### config.mk
export PLATFORM = sky130hd
export DESIGN_NAME = apb_timer
export DESIGN_NICKNAME = d
export VERILOG_FILES = /design/src/rtl/apb_timer_pkg.sv /design/src/rtl/apb_timer_prescaler.sv /design/src/rtl/apb_timer.sv
export SDC_FILE = /design/constraint.sdc
export NUM_CORES = 1
export LEC_CHECK = 0
export CORE_AREA = 2 2 133 135
export DETAILED_ROUTE_END_ITERATION = 6
export DIE_AREA = 0 0 135 137
export SLEW_MARGIN = 20
export SYNTH_ARGS = -nofsm -noshare
export SYNTH_HDL_FRONTEND = slang
export SYNTH_SLANG_ARGS = --single-unit
### constraint.sdc
create_clock -name PCLK -period 2.4 [get_ports PCLK]
set_clock_uncertainty 0.1 [all_clocks]
set_input_delay 0.24 -clock PCLK [delete_from_list [all_inputs] [get_ports PCLK]]
set_output_delay 0.24 -clock PCLK [all_outputs]
set_load 0.005 [all_outputs]
### src/rtl/apb_timer_pkg.sv
// Shared constants for the APB timer: register word offsets, CTRL bit
// positions and the encoding of the VALUE read wait-state machine.
package apb_timer_pkg;

   localparam logic [5:0] ADDR_CTRL    = 6'd0;
   localparam logic [5:0] ADDR_LOAD    = 6'd1;
   localparam logic [5:0] ADDR_VALUE   = 6'd2;
   localparam logic [5:0] ADDR_INTSTAT = 6'd3;

   localparam int CTRL_EN      = 0;
   localparam int CTRL_IE      = 1;
   localparam int CTRL_ONESHOT = 2;
   localparam int CTRL_PRE_LSB = 8;

   typedef enum logic {
      ST_IDLE = 1'b0,
      ST_WAIT = 1'b1
   } rd_state_t;

endpackage

### src/rtl/apb_timer_prescaler.sv
// Prescale counter: counts 0..i_prescale while enabled and emits a one-cycle
// tick on the wrap cycle, so the tick period is i_prescale+1 clocks.
module apb_timer_prescaler #(
   parameter int PRE_W = 8
) (
   input  logic             PCLK,
   input  logic             PRESETn,
   input  logic             i_en,
   input  logic             i_clr,
   input  logic [PRE_W-1:0] i_prescale,
   output logic             o_tick
);

   logic [PRE_W-1:0] r_cnt;
   logic             w_wrap;

   // >= rather than == so a prescale lowered below the current count wraps at once.
   assign w_wrap = (r_cnt >= i_prescale);
   assign o_tick = i_en & w_wrap;

   // NOTE: state registers use non-blocking assignments so every flop samples
   // pre-edge values regardless of block ordering.
   always_ff @(posedge PCLK) begin
      if (!PRESETn || i_clr || !i_en) begin
         r_cnt <= '0;
      end else if (w_wrap) begin
         r_cnt <= '0;
      end else begin
         r_cnt <= r_cnt + PRE_W'(1);
      end
   end

endmodule

### src/rtl/apb_timer.sv
// APB responder wrapping a 32-bit down-counting timer with prescaler,
// periodic/one-shot modes and a level interrupt.
module apb_timer
   import apb_timer_pkg::*;
#(
   parameter int CNT_W = 32,
   parameter int PRE_W = 8
) (
   input  logic        PCLK,
   input  logic        PRESETn,
   input  logic        PSEL,
   input  logic [5:0]  PADDR,
   input  logic        PENABLE,
   input  logic        PWRITE,
   input  logic [31:0] PWDATA,
   output logic [31:0] PRDATA,
   output logic        PREADY,
   output logic        PSLVERR,
   output logic        TIMERINT
);

   logic             r_en;
   logic             r_ie;
   logic             r_oneshot;
   logic [PRE_W-1:0] r_prescale;
   logic [CNT_W-1:0] r_load;
   logic [CNT_W-1:0] r_value;
   logic [CNT_W-1:0] r_hold;
   logic             r_flag;
   rd_state_t        r_state;

   logic w_access;
   logic w_value_rd;
   logic w_wr;
   logic w_bad_addr;
   logic w_ctrl_wr;
   logic w_load_wr;
   logic w_int_wr;
   logic w_tick_raw;
   logic w_tick;

   assign w_access   = PSEL & PENABLE;
   assign w_value_rd = w_access & ~PWRITE & (PADDR == ADDR_VALUE);
   assign w_bad_addr = (PADDR > ADDR_INTSTAT);

   assign PREADY  = ~((r_state == ST_IDLE) & w_value_rd);
   assign PSLVERR = w_access & PREADY & w_bad_addr;

   assign w_wr      = w_access & PWRITE & PREADY;
   assign w_ctrl_wr = w_wr & (PADDR == ADDR_CTRL);
   assign w_load_wr = w_wr & (PADDR == ADDR_LOAD);
   assign w_int_wr  = w_wr & (PADDR == ADDR_INTSTAT);

   apb_timer_prescaler #(
      .PRE_W(PRE_W)
   ) u_prescaler (
      .PCLK      (PCLK),
      .PRESETn   (PRESETn),
      .i_en      (r_en),
      .i_clr     (w_load_wr),
      .i_prescale(r_prescale),
      .o_tick    (w_tick_raw)
   );

   // A LOAD write restarts the count, so a tick landing on the same edge is dropped.
   assign w_tick = w_tick_raw & ~w_load_wr;

   // VALUE is captured on the wait cycle so the completing beat sees a stable word.
   always_ff @(posedge PCLK) begin
      if (!PRESETn) begin
         r_state <= ST_IDLE;
         r_hold  <= '0;
      end else begin
         case (r_state)
            ST_IDLE: begin
               if (w_value_rd) begin
                  r_state <= ST_WAIT;
                  r_hold  <= r_value;
               end
            end
            ST_WAIT: r_state <= ST_IDLE;
            default: r_state <= ST_IDLE;
         endcase
      end
   end

   always_ff @(posedge PCLK) begin
      if (!PRESETn) begin
         r_en       <= 1'b0;
         r_ie       <= 1'b0;
         r_oneshot  <= 1'b0;
         r_prescale <= '0;
         r_load     <= '0;
         r_value    <= '0;
         r_flag     <= 1'b0;
      end else begin
         if (w_ctrl_wr) begin
            r_en       <= PWDATA[CTRL_EN];
            r_ie       <= PWDATA[CTRL_IE];
            r_oneshot  <= PWDATA[CTRL_ONESHOT];
            r_prescale <= PWDATA[CTRL_PRE_LSB +: PRE_W];
         end
         if (w_int_wr && PWDATA[0]) begin
            r_flag <= 1'b0;
         end
         // Tick effects come after the bus writes: a zero-tick beats an INTSTAT
         // clear, and a one-shot expiry beats a simultaneous CTRL write of EN.
         if (w_load_wr) begin
            r_load  <= PWDATA[CNT_W-1:0];
            r_value <= PWDATA[CNT_W-1:0];
         end else if (w_tick) begin
            if (r_value != '0) begin
               r_value <= r_value - CNT_W'(1);
            end else begin
               r_flag <= 1'b1;
               if (r_oneshot) begin
                  r_en <= 1'b0;
               end else begin
                  r_value <= r_load;
               end
            end
         end
      end
   end

   assign TIMERINT = r_flag & r_ie;

   // NOTE: PRDATA gets a default before the case so no path leaves it unassigned
   // and no latch is inferred.
   always_comb begin
      PRDATA = '0;
      if (PSEL && !PWRITE) begin
         case (PADDR)
            ADDR_CTRL: begin
               PRDATA[CTRL_EN]                   = r_en;
               PRDATA[CTRL_IE]                   = r_ie;
               PRDATA[CTRL_ONESHOT]              = r_oneshot;
               PRDATA[CTRL_PRE_LSB +: PRE_W]     = r_prescale;
            end
            ADDR_LOAD:    PRDATA = 32'(r_load);
            ADDR_VALUE:   PRDATA = (r_state == ST_WAIT) ? 32'(r_hold) : 32'(r_value);
            ADDR_INTSTAT: PRDATA[0] = r_flag;
            default:      PRDATA = '0;
         endcase
      end
   end

endmodule

==> results.txt <==
The endpoint class of the critical path was an output pin. Share of the synthesized area in compound gates (AO/OA/AOI/OAI): 0.239. After synthesis, the cell types taking the most area are sky130_fd_sc_hd__dfxtp_1, sky130_fd_sc_hd__nand2_1, sky130_fd_sc_hd__a21oi_1.

The post-synthesis cell count is 857. Headroom to the max-slew limit: 0.666. The tools report the proportion of synthesized chip area in sequential cells as 0.357. The share of final-layout standard cells stronger than drive strength 1 was 0.264. The congestion estimate from routability-driven global placement came to 0.857. Setup violations remaining at the end of the flow were counted as 0. The largest family of logic cells by synthesized area was compound AO/OA/AOI/OAI gates. The clock tree synthesis step divided the H-tree into 4 levels. The data arrival time of the critical path came out at 2.01 ns. Most numerous cell on the critical path: sky130_fd_sc_hd__dlygate4sd2_1. After detailed placement, the total cell area comes to 8400 um2. After synthesis, the netlist uses 70 different library cells.

Dividing the detail-routed wire length by the instance count gives 17.7 um. Across the VDD grid, the largest voltage drop is 0.000539 V. Counting the buffers created by CTS gives 17. The basic-gate share of the synthesized area counting and, or, nand and nor cells works out to 0.231.

For this run, the leading register cell type out of synthesis is sky130_fd_sc_hd__dfxtp_1. After synthesis the netlist holds a flip-flop and latch count of 117. The proportion of synthesized area in mux cells came out at 0.0810. TritonCTS built the clock tree.

The number of maximum-capacitance violations was 0. In this design, the largest share of critical-path delay is due to simple AND/OR/NAND/NOR gates. The arithmetic-cell share of the synthesized area counting full adders, half adders and majority gates came out at 0.0210. Dividing the detail-routed via count by the number of cells gives 5.53.

The HPWL after detailed placement is 15.3 mm. The smallest clock period supported by the final layout is computed as 2.35 ns. Async set-reset flop share out of synthesis: 0.

The count of standard-cell rows came out at 48. During synthesis, Yosys emitted a total of 0 warnings. The number of buffers and inverters on the critical path is 5.

Before CTS, the worst setup slack after placement is -0.445 ns. Share of the synthesized area in the top cell type: 0.357. After clock tree synthesis, the clock-pin slew on the worst setup and hold paths is 0.06 ns. The standard cell with the maximum stage delay on the critical path was sky130_fd_sc_hd__or4_4. Power density over the cells: 536 nW/um2.

The data required time at the worst endpoint was 2.06 ns. The run gives 0.42 ns as the clock network latency to the later pin of the worst-skew pair. Maximum number of pins on one net before global-route repair: 44. Measured along the x axis, the die boundary spans 135 um.

The synthesis-to-layout area growth was 41.4%; the actual slew at the worst max-slew pin was 0.502 ns. The tools report the total global-route track usage as 0.246. Synthesized area divided by synthesized cell count: 7.66 um2. The tools report the type of element launching the critical path as a primary input. Synthesis produced a netlist with a net count of 911.

In this run the vertical extent of the chip is 137 um. The root buffer cell chosen for the clock tree is sky130_fd_sc_hd__clkbuf_16. The total overflow left after global routing is 0. The number of nets with antenna violations after detailed routing was 0. The via count of the first global-routing pass was 6671. The worst setup path is of the primary input to output pin kind. The number of buffers added on ports is 77. Die area: 18500 um2. Along the worst path, the maximum fanout reaches 3. For the via count of the routed design, the log shows 6984. The hold buffer count at CTS is 0, and the xor and xnor area share after synthesis is 0.0120.

The number of hold violations in the final report is 0. The largest single stage delay on the critical path is 0.59 ns. The design area came out at 9280 um2.

The maximum clock frequency is 426 MHz, and the number of ports placed on the die boundary is 78. The run gives 0 as the initial antenna violation count. In this run the cell area of the synthesized design comes to 6560 um2.

The count of pins over their slew limit was 0. The layout net count came out at 1081. Setup repair after global routing could not meet its margin everywhere. The run gives 17100 um2 as the placeable core region.

Counting flops with a built-in enable in the synthesized netlist gives 0. Post-route core utilization: 0.544. Leading area contributor after synthesis: sky130_fd_sc_hd__dfxtp_1.

The number of antenna diodes in the final layout is 0. In the routed design, unresolved DRC markers number 0. Traced cell by cell, the critical path runs through dlygate4sd2_1 -> or4_4 -> nor3b_4 -> buf_6 -> buf_16 -> and2_4 -> inv_2 -> dlygate4sd2_1. The worst hold path belongs to the class primary input to flop.

For the number of filler cells placed in the layout, the log shows 1604. The run finished with clean final reports. The effective utilization at floorplan is 0.385, and the final critical-path share of the clock period is 0.978. For the reported leakage power, the log shows 3.48 nW.

The tools report the clock sink total as 117. The first global-routing pass estimated 35.3 mm of wire. For the first-iteration detailed-routing DRC count, the log shows 547. The clock passes through at most 2 buffers. For this run, the detailed router's first-pass iteration total came to 6.

The run gives 0 ns as the final total negative setup slack. The run gives 0.0524 ns as the final worst-path setup slack. The final layout contains routed wiring with a total length of 22.3 mm.
## cells in the mapped netlist (7+ instances only)
master / number
sky130_fd_sc_hd__nor3_1: 9
sky130_fd_sc_hd__nor4_1: 12
sky130_fd_sc_hd__mux2i_1: 34
sky130_fd_sc_hd__a22oi_1: 21
sky130_fd_sc_hd__nor2_1: 81
sky130_fd_sc_hd__o21ai_1: 11
sky130_fd_sc_hd__inv_1: 19
sky130_fd_sc_hd__mux2_2: 17
sky130_fd_sc_hd__dfxtp_1: 117
sky130_fd_sc_hd__nand3_1: 20
sky130_fd_sc_hd__a2bb2oi_1: 7
sky130_fd_sc_hd__o21ai_0: 33
sky130_fd_sc_hd__clkbuf_1: 48
sky130_fd_sc_hd__o22a_1: 11
sky130_fd_sc_hd__ha_1: 11
sky130_fd_sc_hd__o211ai_1: 9
sky130_fd_sc_hd__nand2_1: 165
sky130_fd_sc_hd__a21oi_1: 101
sky130_fd_sc_hd__buf_2: 11
## final cells by class
cell class | instances | area, um2 | share of cell area
multi-input combinational | 650 | 4070 | 0.438
sequential | 117 | 2350 | 0.253
timing repair buffer | 220 | 1880 | 0.203
clock buffer | 24 | 502 | 0.0541
tap | 225 | 282 | 0.0303
clock inverter | 7 | 119 | 0.0128
inverter | 21 | 78.8 | 0.00849
## power breakdown
part | total [W] | leakage, nW | switching (W) | internal, W
Sequential | 0.00195 | 0.945 | 0.00000185 | 0.00195
Combinational | 0.000360 | 2.24 | 0.000191 | 0.000170
Clock | 0.00266 | 0.299 | 0.000901 | 0.00176
## what timing repair did
action                     in CTS  in global routing
pin swaps                       7                 17
resized for setup              77                 81
buffers inserted                7                  1
cloned                          2                  1
setup endpoints to repair      50                 61
## layout by cell type (no fill, tap or decap), drive strengths merged, types with 7 or more instances in the layout
| cell type | n |
|---|---|
| a2bb2oi | 7 |
| a21oi | 101 |
| nor3 | 11 |
| buf | 146 |
| o21ai | 44 |
| nand3 | 20 |
| nor4 | 15 |
| clkdlybuf4s50 | 40 |
| or4 | 7 |
| dlygate4sd2 | 8 |
| o22a | 11 |
| clkbuf | 47 |
| ha | 11 |
| dfxtp | 117 |
| inv | 21 |
| mux2 | 17 |
| nand2 | 165 |
| nor2 | 81 |
| a22oi | 21 |
| mux2i | 34 |
| o211ai | 9 |
## tightest hold or removal path: cells and delay by family
family	cells	cell delay, ns
AO/OA/AOI/OAI	1	0.05
AND/OR/NAND/NOR	1	0.07
buffers and inverters	1	0.43
## registers in the layout, indices dropped and copies added, names as in the netlist
signal,flops
r_value,32
r_load,32
r_ie,1
r_state,1
r_en,1
r_prescale,8
r_oneshot,1
r_hold,32
r_flag,1
u_prescaler.r_cnt,8
## final timing paths
path / startpoint / end / slack (ns) / depth (start not counted)
worst max-delay path: PADDR[2] / PREADY / 0.05 / 8
worst min-delay path: PWDATA[17] / r_value[17] / 0.31 / 3
worst max register to register: r_value[0] / r_value[27] / 0.06 / 9
worst min register to register: r_hold[30] / r_hold[30] / 0.35 / 2
## logic make-up (layout without fill, tap and decap cells)
| logic type | after synthesis | in the layout |
|---|---|---|
| simple gates | 334 | 334 |
| compound gates | 245 | 245 |
| flops | 117 | 117 |
| buf+inv | 90 | 272 |
| mux | 51 | 51 |
| fa+ha+maj | 11 | 11 |
| xor+xnor | 9 | 9 |
## through the flow
step	total power (W)	hold WS, ns	cells
final	0.00497	0.308	1264
after global routing	0.00512	0.325	1264
after CTS	0.00501	0.296	1262
after detailed placement	0.00232	0.343	1222
after global placement	0.00232	0.339	1222
after floorplan	0.00213	0.249	857
## per-layer routing
metal  vias up  global-route usage  share of wire
li1       3387                   -              -
met1      3314               0.314           0.44
met2       235               0.419           0.47
met3        48              0.0407          0.051
met4         0              0.0909          0.030
met5         -                   0              0
(Power assumes the default switching activity.)
